`src/rtl/ysyx_25050147_lsu_ctrl.sv`:
```
// Load/store sequencer between EXU and the data-memory bus: alignment check, lane steering, load extension.
// Optional macro YSYX_25050147_LSU_PERF_EN adds load/store/wait performance counters.
module ysyx_25050147_lsu_ctrl #(
    parameter int TAG_W = 5
`ifdef YSYX_25050147_LSU_PERF_EN
    , parameter int PERF_W = 32
`endif
) (
    input  logic             clock,
    input  logic             reset_n,
    input  logic             req_valid,
    output logic             req_ready,
    input  logic             req_wen,
    input  logic [2:0]       req_op,
    input  logic [31:0]      req_addr,
    input  logic [31:0]      req_wdata,
    input  logic [TAG_W-1:0] req_tag,
    output logic             resp_valid,
    input  logic             resp_ready,
    output logic [31:0]      resp_rdata,
    output logic [TAG_W-1:0] resp_tag,
    output logic             resp_err,
    output logic             mem_req_valid,
    input  logic             mem_req_ready,
    output logic             mem_req_wen,
    output logic [31:0]      mem_req_addr,
    output logic [31:0]      mem_req_wdata,
    output logic [3:0]       mem_req_wmask,
    input  logic             mem_resp_valid,
    output logic             mem_resp_ready,
    input  logic [31:0]      mem_resp_rdata,
    input  logic             mem_resp_err
`ifdef YSYX_25050147_LSU_PERF_EN
    ,
    output logic [PERF_W-1:0] perf_ld_cnt,
    output logic [PERF_W-1:0] perf_st_cnt,
    output logic [PERF_W-1:0] perf_wait_cnt
`endif
);

    typedef enum logic [1:0] {S_IDLE, S_REQ, S_WAIT, S_RESP} state_t;

    state_t state, state_nxt;

    logic             wen_q;
    logic [2:0]       op_q;
    logic [31:0]      addr_q;
    logic [31:0]      wdata_q;
    logic [TAG_W-1:0] tag_q;
    logic             err_q;
    logic [31:0]      rdata_q;
    logic             req_bad;
    logic [3:0]       mask;
    logic [31:0]      lane_bits;

    function automatic logic op_bad(input logic wen, input logic [2:0] op, input logic [1:0] a);
        logic illegal;
        logic misaligned;
        if (wen)
            illegal = op[2] || (op[1:0] == 2'b11);
        else
            illegal = (op[1:0] == 2'b11) || (op == 3'b110);
        misaligned = ((op[1:0] == 2'b01) && a[0]) || ((op[1:0] == 2'b10) && (a != 2'b00));
        return illegal || misaligned;
    endfunction

    function automatic logic [31:0] load_ext(input logic [2:0] op, input logic [31:0] word,
                                             input logic [1:0] off);
        logic [31:0]        sh;
        logic signed [7:0]  b;
        logic signed [15:0] h;
        logic signed [31:0] r;
        sh = word >> {off, 3'b000};
        b  = sh[7:0];
        h  = sh[15:0];
        case (op)
            3'b000:  r = b;
            3'b001:  r = h;
            3'b100:  r = {24'd0, sh[7:0]};
            3'b101:  r = {16'd0, sh[15:0]};
            default: r = sh;
        endcase
        return r;
    endfunction

    assign req_bad = op_bad(req_wen, req_op, req_addr[1:0]);

    always_ff @(posedge clock or negedge reset_n) begin
        if (!reset_n) state <= S_IDLE;
        else          state <= state_nxt;
    end

    always_comb begin
        state_nxt = state;
        case (state)
            S_IDLE: if (req_valid)      state_nxt = req_bad ? S_RESP : S_REQ;
            S_REQ:  if (mem_req_ready)  state_nxt = S_WAIT;
            S_WAIT: if (mem_resp_valid) state_nxt = S_RESP;
            S_RESP: if (resp_ready)     state_nxt = S_IDLE;
            default:                    state_nxt = S_IDLE;
        endcase
    end

    // Transaction context; outputs are gated by state, so these need no reset.
    always_ff @(posedge clock) begin
        if (state == S_IDLE && req_valid) begin
            wen_q   <= req_wen;
            op_q    <= req_op;
            addr_q  <= req_addr;
            wdata_q <= req_wdata;
            tag_q   <= req_tag;
            err_q   <= req_bad;
            rdata_q <= 32'd0;
        end else if (state == S_WAIT && mem_resp_valid) begin
            err_q   <= mem_resp_err;
            rdata_q <= (wen_q || mem_resp_err) ? 32'd0 : load_ext(op_q, mem_resp_rdata, addr_q[1:0]);
        end
    end

    always_comb begin
        case (op_q[1:0])
            2'b00:   mask = 4'b0001 << addr_q[1:0];
            2'b01:   mask = 4'b0011 << addr_q[1:0];
            default: mask = 4'b1111;
        endcase
        lane_bits = {{8{mask[3]}}, {8{mask[2]}}, {8{mask[1]}}, {8{mask[0]}}};
    end

    always_comb begin
        req_ready      = reset_n && (state == S_IDLE);
        mem_req_valid  = 1'b0;
        mem_req_wen    = 1'b0;
        mem_req_addr   = 32'd0;
        mem_req_wdata  = 32'd0;
        mem_req_wmask  = 4'd0;
        mem_resp_ready = 1'b0;
        resp_valid     = 1'b0;
        resp_rdata     = 32'd0;
        resp_tag       = '0;
        resp_err       = 1'b0;
        case (state)
            S_REQ: begin
                mem_req_valid = 1'b1;
                mem_req_wen   = wen_q;
                mem_req_addr  = {addr_q[31:2], 2'b00};
                mem_req_wmask = mask;
                if (wen_q)
                    mem_req_wdata = (wdata_q << {addr_q[1:0], 3'b000}) & lane_bits;
            end
            S_WAIT: mem_resp_ready = 1'b1;
            S_RESP: begin
                resp_valid = 1'b1;
                resp_rdata = rdata_q;
                resp_tag   = tag_q;
                resp_err   = err_q;
            end
            default: ;
        endcase
    end

`ifdef YSYX_25050147_LSU_PERF_EN
    always_ff @(posedge clock or negedge reset_n) begin
        if (!reset_n) begin
            perf_ld_cnt   <= '0;
            perf_st_cnt   <= '0;
            perf_wait_cnt <= '0;
        end else begin
            if (state == S_REQ || state == S_WAIT)
                perf_wait_cnt <= perf_wait_cnt + 1'b1;
            if (state == S_WAIT && mem_resp_valid) begin
                if (wen_q) perf_st_cnt <= perf_st_cnt + 1'b1;
                else       perf_ld_cnt <= perf_ld_cnt + 1'b1;
            end
        end
    end
`endif

endmodule

```
`config.mk`:
```
export PLATFORM = sky130hd
export DESIGN_NAME = ysyx_25050147_lsu_ctrl
export DESIGN_NICKNAME = d
export VERILOG_FILES = /design/src/rtl/ysyx_25050147_lsu_ctrl.sv
export SDC_FILE = /design/constraint.sdc
export NUM_CORES = 1
export LEC_CHECK = 0
export BUFFER_PORTS_ARGS = -buffer_cell sky130_fd_sc_hd__clkbuf_2
export CELL_PAD_IN_SITES_DETAIL_PLACEMENT = 1
export CELL_PAD_IN_SITES_GLOBAL_PLACEMENT = 1
export CORE_MARGIN = 4
export CORE_UTILIZATION = 36
export CTS_CLUSTER_SIZE = 20
export DETAILED_ROUTE_END_ITERATION = 8
export PLACE_DENSITY_LB_ADDON = 0.1
export SYNTH_ARGS = -nofsm -noshare
export SYNTH_HDL_FRONTEND = slang
export SYNTH_SLANG_ARGS = --single-unit
```
`constraint.sdc`:
```
create_clock -name clock -period 4.1 [get_ports clock]
set_clock_uncertainty 0.1 [all_clocks]
set_input_delay 0.82 -clock clock [delete_from_list [all_inputs] [get_ports clock]]
set_output_delay 0.82 -clock clock [all_outputs]
set_load 0.1 [all_outputs]
```
==> flow_metrics.tcl, run 1 <==
set metrics [dict create \
    status "finished, final reports clean" \
    syn_area_per_cell_um2 11.2 \
    ctsRootBufferMaster "clkbuf_16" \
    synth_cell_type_count 43 \
    layout-drive-gt1-share 0.405 \
    wl_met2_um 7810 \
    vias 4266 \
    yosys_warnings 0 \
    drtAntennaViolNets 0 \
    clk_latency_ps 350 \
    fillers 1588 \
    die_w_um 128 \
    top_layer_used "met4" \
    grt_pass1_vias 4531 \
    n_antenna_cell 0 \
    clock.fmax_mhz 275 \
    drv_cap 0 \
    min_path_type "in -> async" \
    drc 0 \
    via_per_inst 4.98 \
    wl_met3_um 1200 \
    criticalPathCategory "reg -> out" \
    setup_slack_ps 458 \
    pwr_density_cell_nw_per_um2 700 \
    antenna_found_initial 0 \
    cts.clk_slew.worst_paths_ps 80 \
    die_h_um 128 \
    start_kind "flop" \
    relSlewSlack 0.309 \
    fin_crit_sh 0.888 \
    setup_violations 0 \
    fin_util 0.500 \
    ff_latch_area_um2 2910 \
    drt-pass1-iter-count 4 \
    die-area_um2 16400 \
    synth_seq_cells 108 \
    total_power_uw 4900 \
    numCtsBuffers 9 \
    h-tree-depth 3 \
    wl_met1_um 6340 \
    tritoncts "built" \
    place.detailed.hpwl_um 11700 \
    hold_viol 0 \
    place_congestion 0.790 \
    cts.sinks 108 \
    critical_path_required_ps 3180 \
    wl_um 15700 \
    grt_usage 0.189 \
    core_area_um2 14000 \
    crit_arrival_ps 2720 \
    io_buffers 220 \
    grt_max_degree 74 \
    first_iter_violations 262 \
    dp.cells 840 \
    period_needed_ps 3640 \
    clockBufferDepth 2 \
    worstMarginPinSlew_ps 1030 \
    p_leak_uw 0.00307 \
    start_util 0.371 \
    end_kind "output pin" \
    irDropWorstVdd_mv 0.470 \
    nNetsFinal 788 \
    syn2layout_area_growth_pct 34.6 \
    synthCells 464 \
    io_pins 223 \
    cp_max_fo 73 \
    post_cts_resized 0 \
    ys_seq_area_frac 0.561 \
    detail_route.wl_per_cell_um 18.4 \
    rows 43 \
    instances_no_fill 856 \
    grt-ovfl-total 0 \
    synth_area_um2 5200 \
    grt_pass1_wl_um 24100 \
    cts_hold_buf 0 \
    multi_input_area_um2 2200 \
    slew_viol_final 0 \
    rsz0062_at_grt "no" \
    cts_setup_buffers 0 \
    post-place-ws_ps 814 \
]
-- critical path, cell delays in order (launching register included) --
cell and delay (ps):
edfxtp_1 390, buf_4 720, and3b_1 300, nor3_1 70
nand2b_1 360, nor2_1 300, buf_12 210
-- flip-flops by register name (all words and copies together), names as in the netlist --
signal and count:
rdata_q 32, addr_q 32, tag_q 5, wen_q 1
err_q 1, wdata_q 32, op_q 3, state 2
-- cells in the final DEF, fill, tap and decap left out, drive strengths merged, types with 2 or more instances in the layout --
cell,Yosys,layout
conb,1,2
edfxtp,74,74
nor2,30,30
a21oi,19,19
a211o,7,7
and2,79,79
a211oi,16,16
clkinv,0,3
a32o,7,7
inv,11,11
nand3b,8,8
nor2b,16,16
nand2b,2,2
a22oi,8,8
o21ai,16,16
nor3,2,2
mux2i,33,33
o211ai,9,9
dfxtp,32,32
dfrtp,2,2
ha,5,5
buf,17,25
clkinvlp,0,2
or2,3,3
nand2,36,36
clkbuf,17,214
-- per-layer routing --
layer	vias up	track usage
met1	2043	0.225
met3	24	0.0588
met5	-	0
met4	0	0.0749
met2	145	0.318
li1	2054	-
-- cell usage after synthesis --
master | instances | area, um2
a32o_1 | 7 | 70.1
dfxtp_1 | 32 | 641
nand3b_1 | 8 | 60.1
conb_1 | 1 | 3.75
buf_6 | 2 | 22.5
and4bb_2 | 1 | 12.5
o41ai_1 | 1 | 8.76
buf_2 | 10 | 50.1
a211o_1 | 7 | 61.3
or2_4 | 1 | 8.76
a21o_1 | 1 | 7.51
a22oi_1 | 8 | 60.1
and2_1 | 79 | 494
clkbuf_1 | 17 | 63.8
and4_1 | 1 | 8.76
ha_1 | 5 | 62.6
a211oi_1 | 16 | 120
nand2_1 | 36 | 135
nor3b_2 | 1 | 12.5
a21oi_1 | 19 | 95.1
nand2b_1 | 2 | 12.5
inv_1 | 11 | 41.3
o211ai_2 | 2 | 25.0
mux4_2 | 1 | 22.5
nor3_1 | 2 | 10.0
nor2_1 | 30 | 113
edfxtp_1 | 74 | 2220
and3b_1 | 1 | 8.76
mux2i_1 | 33 | 330
o221ai_1 | 1 | 8.76
o2bb2ai_1 | 1 | 8.76
or2_2 | 2 | 12.5
buf_1 | 1 | 3.75
o21ai_0 | 16 | 80.1
mux2_2 | 1 | 11.3
dfrtp_1 | 2 | 50.1
o2111ai_4 | 1 | 26.3
o211ai_1 | 7 | 52.6
a221o_1 | 1 | 10.0
a22o_1 | 1 | 8.76
nor2b_1 | 16 | 100
o32a_1 | 1 | 10.0
buf_4 | 4 | 30.0
-- logic make-up after synthesis --
logic type	after synthesis	share of synthesized area
AOI/OAI and AO/OA	90	0.126
adders and majority gates	5	0.0120
buffers and inverters	45	0.0407
DFF	108	0.561
muxes	35	0.0701
other	1	0.000722
and+or+nand+nor	180	0.190
-- report_power, final --
part / switching, uW / internal, uW / total, uW
Sequential: 85.9 / 1400 / 1480
Combinational: 2050 / 474 / 2520
Clock: 415 / 480 / 895
-- layout make-up --
class / count / share of cell area
multi-input combinational: 312 / 0.315
inverter: 11 / 0.00644
sequential: 108 / 0.416
clock inverter: 6 / 0.0104
clock buffer: 10 / 0.0327
timing repair buffer: 229 / 0.187
tap: 180 / 0.0322
-- path summary, 6_finish.rpt --
| path | start | end | slack (ps) | depth (start not counted) |
|---|---|---|---|---|
| max | addr_q[0] | mem_req_wdata[17] | 460 | 6 |
| min | reset_n | state[0] | 150 | 1 |
| max reg2reg | addr_q[0] | rdata_q[17] | 1430 | 6 |
| min reg2reg | rdata_q[14] | rdata_q[14] | 350 | 2 |
| max in group asynchronous | reset_n | state[1] | 3640 | 1 |
| min in group clock | rdata_q[14] | rdata_q[14] | 350 | 2 |
-- through the flow --
stage	hold WS, ps	instance area (um2)	TNS [ps]
after floorplan	317	5330	-245
after global placement	336	6690	0
after detailed placement	341	6690	0
after CTS	130	7000	0
after global routing	130	7000	0
final	146	7000	0
No activity file was read; power rests on OpenSTA's default activity.
==> inputs of run 2 (changes only) <==
--- a/config.mk
+++ b/config.mk
@@ -12,7 +12,7 @@
 export CORE_UTILIZATION = 36
 export CTS_CLUSTER_SIZE = 20
 export DETAILED_ROUTE_END_ITERATION = 8
-export PLACE_DENSITY_LB_ADDON = 0.1
+export PLACE_DENSITY = 0.83
 export SYNTH_ARGS = -nofsm -noshare
 export SYNTH_HDL_FRONTEND = slang
 export SYNTH_SLANG_ARGS = --single-unit
==> run 2 against run 1 <==
Wire length grew 6.3%. Total power shrank 0.68%. First-iteration DRC count shrank 23%. Die area is the same. Worst setup slack gained 27 ps.
==> flow_metrics.tcl, run 2 (same netlist as run 1, synthesis figures left out) <==
set metrics [dict create \
    drv_cap 0 \
    p_leak_uw 0.00306 \
    grt_max_degree 75 \
    setup_slack_ps 485 \
    grt-ovfl-total 0 \
    numCtsBuffers 9 \
    io_pins 223 \
    place_congestion 0.814 \
    place.detailed.hpwl_um 12800 \
    top_regs "addr_q x32, rdata_q x32, wdata_q x32" \
    total_power_uw 4870 \
    cts_hold_buf 0 \
    rows 43 \
    post-place-ws_ps 850 \
    syn2layout_area_growth_pct 33.9 \
    nNetsFinal 788 \
    criticalPathCategory "reg -> out" \
    post_cts_resized 0 \
    mostFrequentLayoutCell "clkbuf_2" \
    drtAntennaViolNets 0 \
    wl_um 16700 \
    die_h_um 128 \
    end_kind "output pin" \
    dp.cells 840 \
    clockBufferDepth 2 \
    worstMarginPinSlew_ps 1260 \
    via_per_inst 5.05 \
    detail_route.wl_per_cell_um 19.5 \
    rsz0062_at_grt "no" \
    cp_max_fo 8 \
    clk_latency_ps 350 \
    grt_pass1_wl_um 25600 \
    drt-pass1-iter-count 5 \
    start_kind "flop" \
    power.switching_uw 2570 \
    ctsRootBufferMaster "clkbuf_16" \
    status "finished, final reports clean" \
    clock.fmax_mhz 277 \
    slew_viol_final 0 \
    grt_usage 0.202 \
    tritoncts "built" \
    finalInstanceArea_um2 6960 \
    antenna_found_initial 0 \
    irDropWorstVdd_mv 0.648 \
    vias 4319 \
    first_iter_violations 202 \
    combPwrFrac 0.521 \
    cts.clk_slew.worst_paths_ps 70 \
    period_needed_ps 3620 \
    core_area_um2 14000 \
    critical_path_required_ps 3180 \
    min_path_type "in -> async" \
    fillers 1561 \
    pwr_density_cell_nw_per_um2 699 \
    placedInstanceArea_um2 6680 \
    n_antenna_cell 0 \
    layout-drive-gt1-share 0.405 \
    hold_slack_ps 146 \
    h-tree-depth 3 \
    power_frac_seq 0.304 \
    setup_violations 0 \
    drc 0 \
    io_buffers 220 \
    grt_pass1_vias 4736 \
    start_util 0.371 \
    die-area_um2 16400 \
    cts.sinks 108 \
    hold_viol 0 \
    most-common-layout-cells "clkbuf_2 (211), and2_1 (79), edfxtp_1 (74), nand2_1 (36), mux2i_1 (33)" \
    crit_arrival_ps 2700 \
    power.share.clock 0.175 \
    relSlewSlack 0.155 \
    fin_crit_sh 0.882 \
    swShare 0.529 \
    intPower_uw 2290 \
    cts_setup_buffers 0 \
    die_w_um 128 \
    instances_no_fill 856 \
]
==> run 2: cell count changes in the layout (fill, tap and decap cells not counted) <==
| cell | delta |
|---|---|
| clkinv_4 | -3 |
| inv_8 | +1 |
| bufinv_16 | -1 |
| inv_6 | +3 |
| clkbuf_2 | +7 |
| buf_4 | -7 |
==> run 2: layer usage <==
| metal | part of all wire | GRT usage | vias up |
|---|---|---|---|
| met1 | 0.39 | 0.230 | 2083 |
| met2 | 0.51 | 0.358 | 168 |
| met3 | 0.088 | 0.0692 | 17 |
| met5 | 0 | 0 | - |
| met4 | 0.016 | 0.0612 | 0 |
| li1 | - | - | 2051 |
==> run 2: final timing paths <==
| kind | endpoint | from | slack, ps | cells after the start |
|---|---|---|---|---|
| min | state[0] | reset_n | 150 | 1 |
| max in group asynchronous | state[1] | reset_n | 3650 | 1 |
| max reg2reg | rdata_q[17] | addr_q[0] | 1440 | 6 |
| min in group clock | rdata_q[9] | rdata_q[9] | 370 | 2 |
| max | mem_req_wdata[24] | state[1] | 480 | 7 |
| min reg2reg | rdata_q[9] | rdata_q[9] | 370 | 2 |
==> run 2: metrics by stage <==
step                TNS [ps]  utilization
CTS                        0        0.497
floorplan               -245            -
finish                     0        0.497
detailed placement         0        0.477
global route               0        0.497
global placement           0        0.477
==> run 2: worst max-delay path, cell delays in order, from the launching register on <==
cell        delay (ps)
dfrtp_1            400
inv_1              130
ha_2               200
nand2_1            110
clkinvlp_4         120
nand2_1            480
a211oi_4           390
clkbuf_2           500
==> run 2: layout make-up <==
type | count | area [um2] | area share
Timing Repair Buffer | 229 | 1290 | 0.186
Tap cell | 180 | 225 | 0.0324
Sequential cell | 108 | 2910 | 0.419
Inverter | 11 | 45.0 | 0.00647
Clock buffer | 10 | 229 | 0.0329
Multi-Input combinational cell | 312 | 2200 | 0.316
Clock inverter | 6 | 53.8 | 0.00773
==> run 2: power by group through the flow <==
stage	Sequential (uW)	Clock (uW)	Combinational, uW
after floorplan	1480	0	2080
after global routing	1500	923	2670
after detailed placement	1510	0	2560
final	1480	851	2530
after CTS	1480	878	2560
after global placement	1490	0	2510
